--- src/rtl/spwm_decoder.sv ---
`default_nettype none
// ============================================================================
// Module   : spwm_decoder
// Brief    : Measures high time and period of an asynchronous PWM input,
//            rising edge to rising edge, with stuck-high/low detection.
//            Optional macro SPWM_DECODER_AVG_EN replaces the raw outputs
//            with a 4-sample boxcar average of the last 4 measurements.
// Revision : 1.0 - initial release
// ============================================================================
module spwm_decoder #(
  parameter int CW          = 12,
  parameter int SYNC_STAGES = 2,
  parameter int TIMEOUT     = 4095
) (
  input  logic          clk,
  input  logic          rst,
  input  logic          en,
  input  logic          pwm_in,
  output logic [CW-1:0] duty,
  output logic [CW-1:0] period,
  output logic          valid,
  output logic          stuck_hi,
  output logic          stuck_lo
);

  localparam logic [CW-1:0] c_maxCnt  = '1;
  localparam logic [CW-1:0] c_timeout = CW'(TIMEOUT);

  typedef enum logic [1:0] {
    ARM  = 2'd0,
    HIGH = 2'd1,
    LOW  = 2'd2
  } state_t;

  state_t                 r_state;
  logic [SYNC_STAGES-1:0] r_sync;
  logic                   r_pwmD;
  logic [CW-1:0]          r_hiCnt;
  logic [CW-1:0]          r_perCnt;
  logic [CW-1:0]          r_armCnt;

  logic                   w_pwmS;
  logic                   w_rise;
  logic                   w_fall;
  logic [CW-1:0]          w_hiNext;
  logic [CW-1:0]          w_perNext;
  logic [CW-1:0]          w_armNext;
  logic [CW-1:0]          w_outDuty;
  logic [CW-1:0]          w_outPer;
  logic                   w_outValid;

  assign w_pwmS = r_sync[SYNC_STAGES-1];
  assign w_rise = w_pwmS & ~r_pwmD;
  assign w_fall = ~w_pwmS & r_pwmD;

  // Saturating increments: counters stop at all-ones rather than wrapping.
  assign w_hiNext  = (r_hiCnt  == c_maxCnt) ? r_hiCnt  : r_hiCnt  + 1'b1;
  assign w_perNext = (r_perCnt == c_maxCnt) ? r_perCnt : r_perCnt + 1'b1;
  assign w_armNext = (r_armCnt == c_maxCnt) ? r_armCnt : r_armCnt + 1'b1;

  // Input synchroniser plus one-cycle delay for edge detection; keeps running while en is low.
  always_ff @(posedge clk) begin
    if (rst) begin
      r_sync <= '0;
      r_pwmD <= 1'b0;
    end else begin
      r_sync <= {r_sync[SYNC_STAGES-2:0], pwm_in};
      r_pwmD <= w_pwmS;
    end
  end

`ifdef SPWM_DECODER_AVG_EN
  logic [CW-1:0] r_histDuty [3];
  logic [CW-1:0] r_histPer  [3];
  logic [1:0]    r_histCnt;
  logic [CW+1:0] w_sumDuty;
  logic [CW+1:0] w_sumPer;

  assign w_sumDuty = {2'b00, r_hiCnt}  + {2'b00, r_histDuty[0]}
                   + {2'b00, r_histDuty[1]} + {2'b00, r_histDuty[2]};
  assign w_sumPer  = {2'b00, r_perCnt} + {2'b00, r_histPer[0]}
                   + {2'b00, r_histPer[1]}  + {2'b00, r_histPer[2]};
  assign w_outDuty  = CW'(w_sumDuty >> 2);
  assign w_outPer   = CW'(w_sumPer >> 2);
  // The current measurement plus three stored ones make a full window.
  assign w_outValid = (r_histCnt == 2'd3);

  // History of the three previous raw measurements; emptied whenever the decoder is re-armed.
  always_ff @(posedge clk) begin
    if (rst || !en || r_state == ARM) begin
      for (int i = 0; i < 3; i++) begin
        r_histDuty[i] <= '0;
        r_histPer[i]  <= '0;
      end
      r_histCnt <= 2'd0;
    end else if (w_rise) begin
      r_histDuty[0] <= r_hiCnt;
      r_histDuty[1] <= r_histDuty[0];
      r_histDuty[2] <= r_histDuty[1];
      r_histPer[0]  <= r_perCnt;
      r_histPer[1]  <= r_histPer[0];
      r_histPer[2]  <= r_histPer[1];
      if (r_histCnt != 2'd3) begin
        r_histCnt <= r_histCnt + 2'd1;
      end
    end
  end
`else
  assign w_outDuty  = r_hiCnt;
  assign w_outPer   = r_perCnt;
  assign w_outValid = 1'b1;
`endif

  // Measurement state machine with registered duty/period/valid and stuck flags.
  always_ff @(posedge clk) begin
    if (rst) begin
      r_state  <= ARM;
      r_hiCnt  <= '0;
      r_perCnt <= '0;
      r_armCnt <= '0;
      duty     <= '0;
      period   <= '0;
      valid    <= 1'b0;
      stuck_hi <= 1'b0;
      stuck_lo <= 1'b0;
    end else if (!en) begin
      r_state  <= ARM;
      r_hiCnt  <= '0;
      r_perCnt <= '0;
      r_armCnt <= '0;
      valid    <= 1'b0;
      stuck_hi <= 1'b0;
      stuck_lo <= 1'b0;
    end else begin
      valid <= 1'b0;
      case (r_state)
        ARM: begin
          r_hiCnt  <= '0;
          r_perCnt <= '0;
          if (w_rise) begin
            r_hiCnt  <= {{(CW-1){1'b0}}, 1'b1};
            r_perCnt <= {{(CW-1){1'b0}}, 1'b1};
            r_armCnt <= '0;
            r_state  <= HIGH;
          end else if (w_fall) begin
            r_armCnt <= '0;
          end else begin
            // No edge while armed: a line that never toggles is still reported as stuck.
            r_armCnt <= w_armNext;
            if (r_armCnt >= c_timeout) begin
              if (w_pwmS) begin
                stuck_hi <= 1'b1;
              end else begin
                stuck_lo <= 1'b1;
              end
            end
          end
        end

        HIGH, LOW: begin
          if (w_rise) begin
            // Edge cycle is the first high cycle of the new period.
            if (w_outValid) begin
              duty     <= w_outDuty;
              period   <= w_outPer;
              valid    <= 1'b1;
            end
            stuck_hi <= 1'b0;
            stuck_lo <= 1'b0;
            r_hiCnt  <= {{(CW-1){1'b0}}, 1'b1};
            r_perCnt <= {{(CW-1){1'b0}}, 1'b1};
            r_state  <= HIGH;
          end else if (r_perCnt >= c_timeout) begin
            if (r_state == HIGH) begin
              stuck_hi <= 1'b1;
            end else begin
              stuck_lo <= 1'b1;
            end
            r_hiCnt  <= '0;
            r_perCnt <= '0;
            r_armCnt <= '0;
            r_state  <= ARM;
          end else if (r_state == HIGH && !w_fall) begin
            r_hiCnt  <= w_hiNext;
            r_perCnt <= w_perNext;
          end else begin
            // Falling-edge cycle already counts as low time.
            r_perCnt <= w_perNext;
            r_state  <= LOW;
          end
        end

        default: begin
          r_hiCnt  <= '0;
          r_perCnt <= '0;
          r_armCnt <= '0;
          r_state  <= ARM;
        end
      endcase
    end
  end

endmodule
`default_nettype wire
--- config.mk ---
export PLATFORM = sky130hd
export DESIGN_NAME = spwm_decoder
export DESIGN_NICKNAME = d
export VERILOG_FILES = /design/src/rtl/spwm_decoder.sv
export SDC_FILE = /design/constraint.sdc
export NUM_CORES = 1
export LEC_CHECK = 0
export ABC_AREA = 1
export ABC_CLOCK_PERIOD_IN_PS = 2300
export CORE_MARGIN = 2
export CORE_UTILIZATION = 45
export CTS_CLUSTER_DIAMETER = 80
export DETAILED_ROUTE_END_ITERATION = 6
export GPL_TIMING_DRIVEN = 1
export PLACE_DENSITY_LB_ADDON = 0.2
export SLEW_MARGIN = 20
export SYNTH_ARGS = -nofsm -noshare
export SYNTH_HDL_FRONTEND = slang
export SYNTH_SLANG_ARGS = --single-unit
export TNS_END_PERCENT = 30
--- constraint.sdc ---
create_clock -name clk -period 2.3 [get_ports clk]
set_input_delay 0.345 -clock clk [delete_from_list [all_inputs] [get_ports clk]]
set_output_delay 0.345 -clock clk [all_outputs]
set_load 0.1 [all_outputs]
# [Word-level counts from Yosys, hierarchy flattened]
# Cells that the tools add are included.
[word_totals] output_inout_bits=27 reg_bits=68
[classes] addsub=3 muxes=38 n_lt_le_gt_ge=2 n_eq_ne=21 reduce_logical=13 n_bitwise=6
[op_table] cell="$mux 12" n=12
[op_table] cell="$pmux 12 s2" n=3
[op_table] cell="$add 12x1->12 const B" n=3
[op_table] cell="$eq 12x12->1 const B" n=3
[op_table] cell="$ge 12x12->1 const B" n=2
[op_table] cell="$ne 4x4->1 const B" n=5
[op_table] cell="$mux 1" n=16
[op_table] cell="$ne 2x2->1 const B" n=8
[op_table] cell="$reduce_and 7->1" n=2
[op_table] cell="$ne 3x3->1 const B" n=3
[op_table] cell="$mux 2" n=4
[op_table] cell="$reduce_and 3->1" n=2
[op_table] cell="$not 1->1" n=4
[op_table] cell="$pmux 1 s2" n=2
[op_table] cell="$pmux 2 s2" n=1
[op_table] cell="$reduce_and 2->1" n=2
[op_table] cell="$reduce_or 2->1" n=2
[op_table] cell="$reduce_or 3->1" n=1
[op_table] cell="$and 1x1->1" n=2
[op_table] cell="$eq 2x1->1 const B" n=1
[op_table] cell="$eq 2x2->1 const B" n=1
[op_table] cell="$logic_not 2->1" n=1
[op_table] cell="$reduce_bool 2->1" n=1
[op_table] cell="$logic_and 1x1->1" n=1
[op_table] cell="$logic_not 1->1" n=1

# [Logic depth before layout (Yosys ltp)]
# Gate-level depths: netlist (run 1).
[depth] depth_word=8 mapped_depth=12

# [Least setup slack after synthesis (run 1)]
# Ideal clock, no wire load.
[synth_path] path_kind="register to register" start="register r_state[0]" end="register duty[0]" slack_ps=651 stages_incl_launch_ff=9 t_required_ps=2168 setup_time_ps=132 arrival_ps=1517 path_buffers=1 synth_period_minus_slack_ps=1649 path_cell_list="dfxtp_1 -> inv_1 -> ha_1 -> nand2_1 -> inv_2 -> nand2_1 -> buf_2 -> nand2_1 -> a21oi_1"
[synth_between] elab_chain_len=3 word_cells_on_any_way=4
[synth_rtl] item="from (decl)" line="35" rtl="state_t r_state;"
[synth_rtl] item="from (signal assigned)" line="117" rtl="r_state <= ARM;"
[synth_rtl] item="from (signal assigned)" line="127" rtl="r_state <= ARM;"
[synth_rtl] item="from (signal assigned)" line="144" rtl="r_state <= HIGH;"
[synth_rtl] item="$eq 2x1->1 or $eq 2x2->1 (tied branches)" line="136" rtl="case (r_state)"
[synth_rtl] item="$reduce_or 2->1 (*)" line="136"
[synth_rtl] item="$reduce_and 3->1 (no line) (*)"
[synth_rtl] item="to (signal assigned)" line="164" rtl="duty <= w_outDuty;"
[synth_rtl] item="to (decl)" line="19" rtl="output logic [CW-1:0] duty,"
# Every way passes the cells marked *; elsewhere a longest branch is shown, timed or not.
# A chain may end at the register's enable or synchronous reset.

# [Worst setup path in the final report (run 1)]
[layout_path] start="register r_state[0]" end="register period[7]"
[layout_between] elab_chain_len=3 word_cells_on_any_way=4
[layout_rtl] item="$eq 2x1->1 or $eq 2x2->1 (tied branches)" line="136"
[layout_rtl] item="$reduce_or 2->1 (*)" line="136"
[layout_rtl] item="$reduce_and 3->1 (no line) (*)"
[layout_rtl] item="to (signal assigned)" line="165" rtl="period <= w_outPer;"
[layout_rtl] item="to (decl)" line="20" rtl="output logic [CW-1:0] period,"
# Marks and branches as above.

==> results of run 1 <==
flip-flops by register name (all words and copies together), names as in the netlist:
register	flops
duty	12
stuck_lo	1
r_state	2
r_pwmD	1
stuck_hi	1
r_hiCnt	12
r_sync	2
valid	1
r_perCnt	12
r_armCnt	12
period	12
metal layers:
metal / up-vias / routed length, microns / part of all wire [%] / global-route usage [%]
li1: 1486 / - / - / -
met1: 1253 / 3590 / 53 / 27.4
met3: 4 / 230 / 3.4 / 3.02
met2: 52 / 2890 / 43 / 28.1
met5: - / 0 / 0 / 0
met4: 0 / 55 / 0.81 / 7.97
cells in the mapped netlist, drive strengths merged:
master	number	area, sq um
buf	7	50.1
xnor2	2	17.5
nor3b	4	30.0
nand2	104	415
dfxtp	68	1360
nor2	68	290
nor4	1	6.26
a21oi	44	228
nand3	55	305
nand4	3	25.0
inv	43	161
o21ai	7	35.0
or2	3	18.8
o21bai	1	7.51
a211oi	1	7.51
nor3	10	55.1
nand3b	1	7.51
o22ai	2	12.5
ha	8	100
a31oi	1	6.26
clkbuf	5	18.8
xor2	1	8.76
worst reg2reg max path: cells and delay by family, from the launching register on:
kind	cells	cell delay, ns
simple gates	3	0.37
compound gates	1	0.05
fa+ha+maj	1	0.43
buf+inv	3	0.50
flops	1	0.38
how the worst max path moves through the flow:
stage                     start           to  slack, ns  depth (start not counted)
finish               r_state[0]    period[7]       0.45                          8
global route        r_armCnt[0]  r_armCnt[2]       0.22                          9
CTS                  r_state[0]     stuck_hi       0.44                          8
detailed placement           en  r_hiCnt[11]       0.31                          9
global placement             en  r_hiCnt[11]       0.37                          9
floorplan            r_state[0]      duty[0]       0.65                          8
stage by stage:
| stage | std cells | total power [W] | worst slack (ns) | hold slack [ns] | instance area, sq um |
|---|---|---|---|---|---|
| after CTS | 574 | 0.00230 | 0.436 | 0.403 | 3680 |
| final | 574 | 0.00227 | 0.449 | 0.401 | 3680 |
| after detailed placement | 558 | 0.00138 | 0.306 | 0.393 | 3490 |
| after global placement | 558 | 0.00138 | 0.365 | 0.392 | 3490 |
| after global routing | 574 | 0.00237 | 0.220 | 0.439 | 3680 |
| after floorplan | 439 | 0.00135 | 0.651 | 0.388 | 3170 |
power by group through the flow:
stage	Clock, W	Combinational [W]	Sequential (W)
2_1_floorplan	0	0.000129	0.00122
3_3_place_gp	0	0.000161	0.00122
3_5_place_dp	0	0.000162	0.00122
4_1_cts	0.000943	0.000162	0.00119
5_1_grt	0.000994	0.000183	0.00119
6_report	0.000917	0.000162	0.00119
area by class of cell:
| type | instances | area [sq um] |
|---|---|---|
| clock buffers | 12 | 155 |
| clock inverters | 4 | 32.5 |
| fillers | 643 | 3120 |
| inverters | 43 | 161 |
| multi-input cells | 316 | 1580 |
| flip-flops and latches | 68 | 1360 |
| well taps | 96 | 120 |
| repair buffers | 35 | 270 |
kinds of logic (layout without fill, tap and decap cells):
family | count (synthesis) | count (layout)
AOI/OAI and AO/OA | 56 | 56
DFF | 68 | 68
adders and majority gates | 8 | 8
xor gates and xnor gates | 3 | 3
and+or+nand+nor | 249 | 249
buffers and inverters | 55 | 94
==> results_dict.tcl, run 1 <==
set metrics [dict create \
    outcome "completed" \
    combPwrFrac_pct 7.1 \
    yosys.area_share.simple_pct 36.4 \
    netSwitchingFraction_pct 25.7 \
    overflow 0 \
    leakagePower_nw 1.40 \
    cap_violations 0 \
    synthCells 439 \
    cp_max_fo 15 \
    setup_tns_ns 0 \
    path_clk_slew_ns 0.07 \
    min_path_type "register to register" \
    min_path_cells 2 \
    grt_pass1_wl_mm 11.6 \
    num_antenna_cells 0 \
    synth_compound_area_share_pct 9.36 \
    setup_viol 0 \
    final_cell_mix "nand2_1 (98), dfxtp_1 (68), nor2_1 (60)" \
    worstSetupPathType "register to register" \
    critical_path_arrival_ns 2.06 \
    final_nets 485 \
    fin_skew_ns 0.0106 \
    ios 31 \
    slew_headroom_pct 72.5 \
    gp_congestion 0.899 \
    hold_viol_final 0 \
    holdCritStartpoint "r_sync[0]" \
    reg2reg_to "period[7]" \
    syn2layout_area_growth_pct 16.1 \
    grt.total_usage_pct 19.0 \
    htree_levels 3 \
    first_global_vias 2561 \
    worst-path-buf-inv 3 \
    drtAntennaViolNets 0 \
    insertion_delay_ns 0.34 \
    fin_crit_sh_pct 80.5 \
    drt_iter0_markers 139 \
    power.internal_w 0.00169 \
    crit_family "buffers and inverters" \
    whs_endpoint "r_sync[1]" \
    path_common_cell "nand2_1" \
    cp_cell_sequence "inv_1 > ha_1 > nand2_1 > inv_2 > nand2_1 > buf_4 > nand2_1 > a21oi_1" \
    avgViaCountPerCell 4.87 \
    die_w_microns 87.9 \
    syn_nets 451 \
    yosysWarnings 0 \
    cts_inserted_buffers 9 \
    r2r_start "r_state[0]" \
    synth_top_family_by_area "simple AND/OR/NAND/NOR gates" \
    vias 2795 \
    worstSetupEndpointType "register" \
    dieHeight_microns 87.9 \
    syn_area_sq_mm 0.00317 \
    fin_util_pct 54.1 \
    ys_seq_elements 68 \
    final_layout_size_suffix_gt1_share_pct 16.3 \
    worst_slew_pin_slew_ns 0.410 \
    start_util_pct 46.6 \
    synthAdderAreaFrac_pct 3.16 \
    portBuffers 30 \
    avgSynthCellArea_sq_um 7.22 \
    firstDrtPassIters 4 \
    slowest_stage "ha_1" \
    critPathMaxStageDelay_ns 0.43 \
    cts_setup_buffers 0 \
    regToRegSetupSlack_ns 0.45 \
    core.rowCount 30 \
    p_clk_share_pct 40.4 \
    root_buffer "clkbuf_8" \
    p_per_area_mw_per_mm2 618 \
    drc 0 \
    ctsResizeCount 0 \
    irDropWorstVdd_mv 0.332 \
    cts_tree "built" \
    wl_per_cell_microns 11.8 \
    yosysSeqAreaShare_pct 43.0 \
    p_seq_share_pct 52.5 \
    required_ns 2.51 \
    min_period_ns 1.85 \
    synthMuxAreaShare_pct 0 \
    worstSetupStartpointType "register" \
    layout_commonest_cell "nand2_1" \
    ctsHoldBuffers 0 \
    rsz0062_at_grt "false" \
    synth_xor_area_share_pct 0.829 \
    clock.fmax_ghz 0.540 \
    core_area_sq_mm 0.00679 \
    p_sw_w 0.000583 \
    cts_buffer_depth 2 \
    dieArea_sq_mm 0.00773 \
    synth_cell_types 36 \
    antenna_found_initial 0 \
    grt_max_degree 29 \
    cts.sinks 68 \
    drt_wl_total_mm 6.76 \
    dp_hpwl_mm 4.84 \
    slew_violations 0 \
    r2r_cells 8 \
]
Power figures use the tool's default switching activity.
==> inputs of run 2 (changes only) <==
Settings changed: ABC_CLOCK_PERIOD_IN_PS 2300 to 1900.
Clock period 2.3 ns to 1.9 ns, I/O delays scaled along.
==> run 2 against run 1 <==
  * Die area is the same
  * Critical path depth grew 2
  * Maximum frequency grew 8.1%
  * Non-clock buffer count grew 8
  * Count of clock-buffer cells in the layout is the same
  * Clock skew shrank 0.0019 ns
  * Largest cell class unchanged
  * Clock power grew 52%
  * Register-to-register slack lost 0.26 ns
  * Combinational power grew 35%
==> results_dict.tcl, run 2 (synthesis results as in run 1) <==
set metrics [dict create \
    outcome "completed" \
    worstSetupStartpointType "register" \
    drt_iter0_markers 182 \
    insertion_delay_ns 0.35 \
    dieArea_sq_mm 0.00773 \
    p_per_area_mw_per_mm2 798 \
    dp_hpwl_mm 5.01 \
    dieHeight_microns 87.9 \
    clock.fmax_ghz 0.584 \
    rsz0062_at_grt "false" \
    cts.sinks 68 \
    grt_max_degree 29 \
    worstSetupPathType "register to register" \
    cts_inserted_buffers 9 \
    whs_ns 0.401 \
    grt.total_usage_pct 20.0 \
    required_ns 2.13 \
    first_global_vias 2647 \
    overflow 0 \
    slew_violations 0 \
    combPwrFrac_pct 7.1 \
    holdCritStartpoint "r_sync[0]" \
    path_clk_slew_ns 0.07 \
    final_cell_mix "nand2_1 (98), dfxtp_1 (68), nor2_1 (58)" \
    setup_viol 0 \
    portBuffers 30 \
    vias 2862 \
    irDropWorstVdd_mv 0.404 \
    core_area_sq_mm 0.00679 \
    fill_cells 646 \
    layout_commonest_cell "nand2_1" \
    gp_congestion 0.915 \
    antenna_found_initial 0 \
    p_sw_w 0.000700 \
    final_nets 493 \
    critical_path_arrival_ns 1.94 \
    grt_pass1_wl_mm 12.0 \
    r2r_start "r_perCnt[0]" \
    hold_viol_final 0 \
    drt_wl_total_mm 7.05 \
    drc 0 \
    fin_ws_ns 0.187 \
    power.internal_w 0.00235 \
    cp_max_fo 13 \
    start_util_pct 46.6 \
    final_layout_size_suffix_gt1_share_pct 18.5 \
    syn2layout_area_growth_pct 20.7 \
    worstSetupEndpointType "register" \
    slew_headroom_pct 74.4 \
    htree_levels 3 \
    core.rowCount 30 \
    pre_cts_ws_ns 0.113 \
    setup_tns_ns 0 \
    drtAntennaViolNets 0 \
    fin_skew_ns 0.00874 \
    leakagePower_nw 1.47 \
    root_buffer "clkbuf_8" \
    firstDrtPassIters 4 \
    avgViaCountPerCell 4.92 \
    dp_cells 565 \
    worst_slew_pin_slew_ns 0.381 \
    num_antenna_cells 0 \
    p_seq_share_pct 47.3 \
    setup.worst_path.start "r_perCnt[0]" \
    netSwitchingFraction_pct 22.9 \
    p_clk_share_pct 45.5 \
    min_period_ns 1.71 \
    ios 31 \
    fin_crit_sh_pct 90.2 \
    cts_buffer_depth 2 \
    cts_tree "built" \
    wl_per_cell_microns 12.1 \
    min_path_type "register to register" \
    fin_cells 582 \
    die_w_microns 87.9 \
    cap_violations 0 \
]
## run 2: cell types whose count changed in the layout (fill, tap and decap cells not counted), moves of 2 or more
cell / previous run / this run
clkinv_2: 0 / 2
nor2_1: 60 / 58
clkinvlp_4: 2 / 0
bufinv_16: 0 / 2
buf_4: 32 / 40
## run 2: metal layers
metal / track usage (%) / share of wire, % / vias up / routed length [microns]
met1: 27.6 / 51 / 1283 / 3570
met3: 3.68 / 4.7 / 10 / 331
met5: 0 / 0 / - / 0
met2: 29.9 / 43 / 65 / 3010
li1: - / - / 1504 / -
met4: 10.3 / 1.9 / 0 / 131
## run 2: what timing repair did
item	in CTS	in global routing
setup endpoints to repair	0	30
gates resized for setup	0	8
hold buffers	0	0
buffers inserted	0	1
endpoints found under the hold margin	0	0
## run 2: path summary, 6_finish.rpt
kind	to	slack, ns	cells past startpoint
max	r_armCnt[4]	0.19	10
min	r_sync[1]	0.40	2
max reg2reg	r_armCnt[4]	0.19	10
min reg2reg	r_sync[1]	0.40	2
## run 2: worst max-delay path: stages (launching register included)
cell     delay, ns
dfxtp_1       0.38
ha_1          0.18
nand2_1       0.10
nor2_2        0.13
nand3_2       0.13
nand2_4       0.12
nand2_2       0.07
nor2_4        0.26
nand2_1       0.08
nand2_1       0.09
a21oi_2       0.05
## run 2: stage by stage
step,area [sq um],total power (W),util (%)
floorplan,3170,0.00163,-
CTS,3780,0.00306,55.6
detailed placement,3540,0.00168,52.1
finish,3820,0.00305,56.3
global placement,3540,0.00168,52.1
global route,3820,0.00317,56.3
## run 2: power groups by stage
stage,Sequential (W),Combinational (W),Clock (W)
2_1_floorplan,0.00148,0.000156,0
3_3_place_gp,0.00148,0.000201,0
3_5_place_dp,0.00148,0.000203,0
4_1_cts,0.00144,0.000205,0.00142
5_1_grt,0.00144,0.000243,0.00148
6_report,0.00144,0.000218,0.00139
## run 2: cell type report
type	instances	area [sq um]	area share (%)
clock buffer	12	165	4.32
sequential	68	1360	35.6
tap	96	120	3.14
multi-input combinational	316	1610	42.2
inverter	43	164	4.29
clock inverter	4	70.1	1.83
timing repair buffer	43	330	8.64
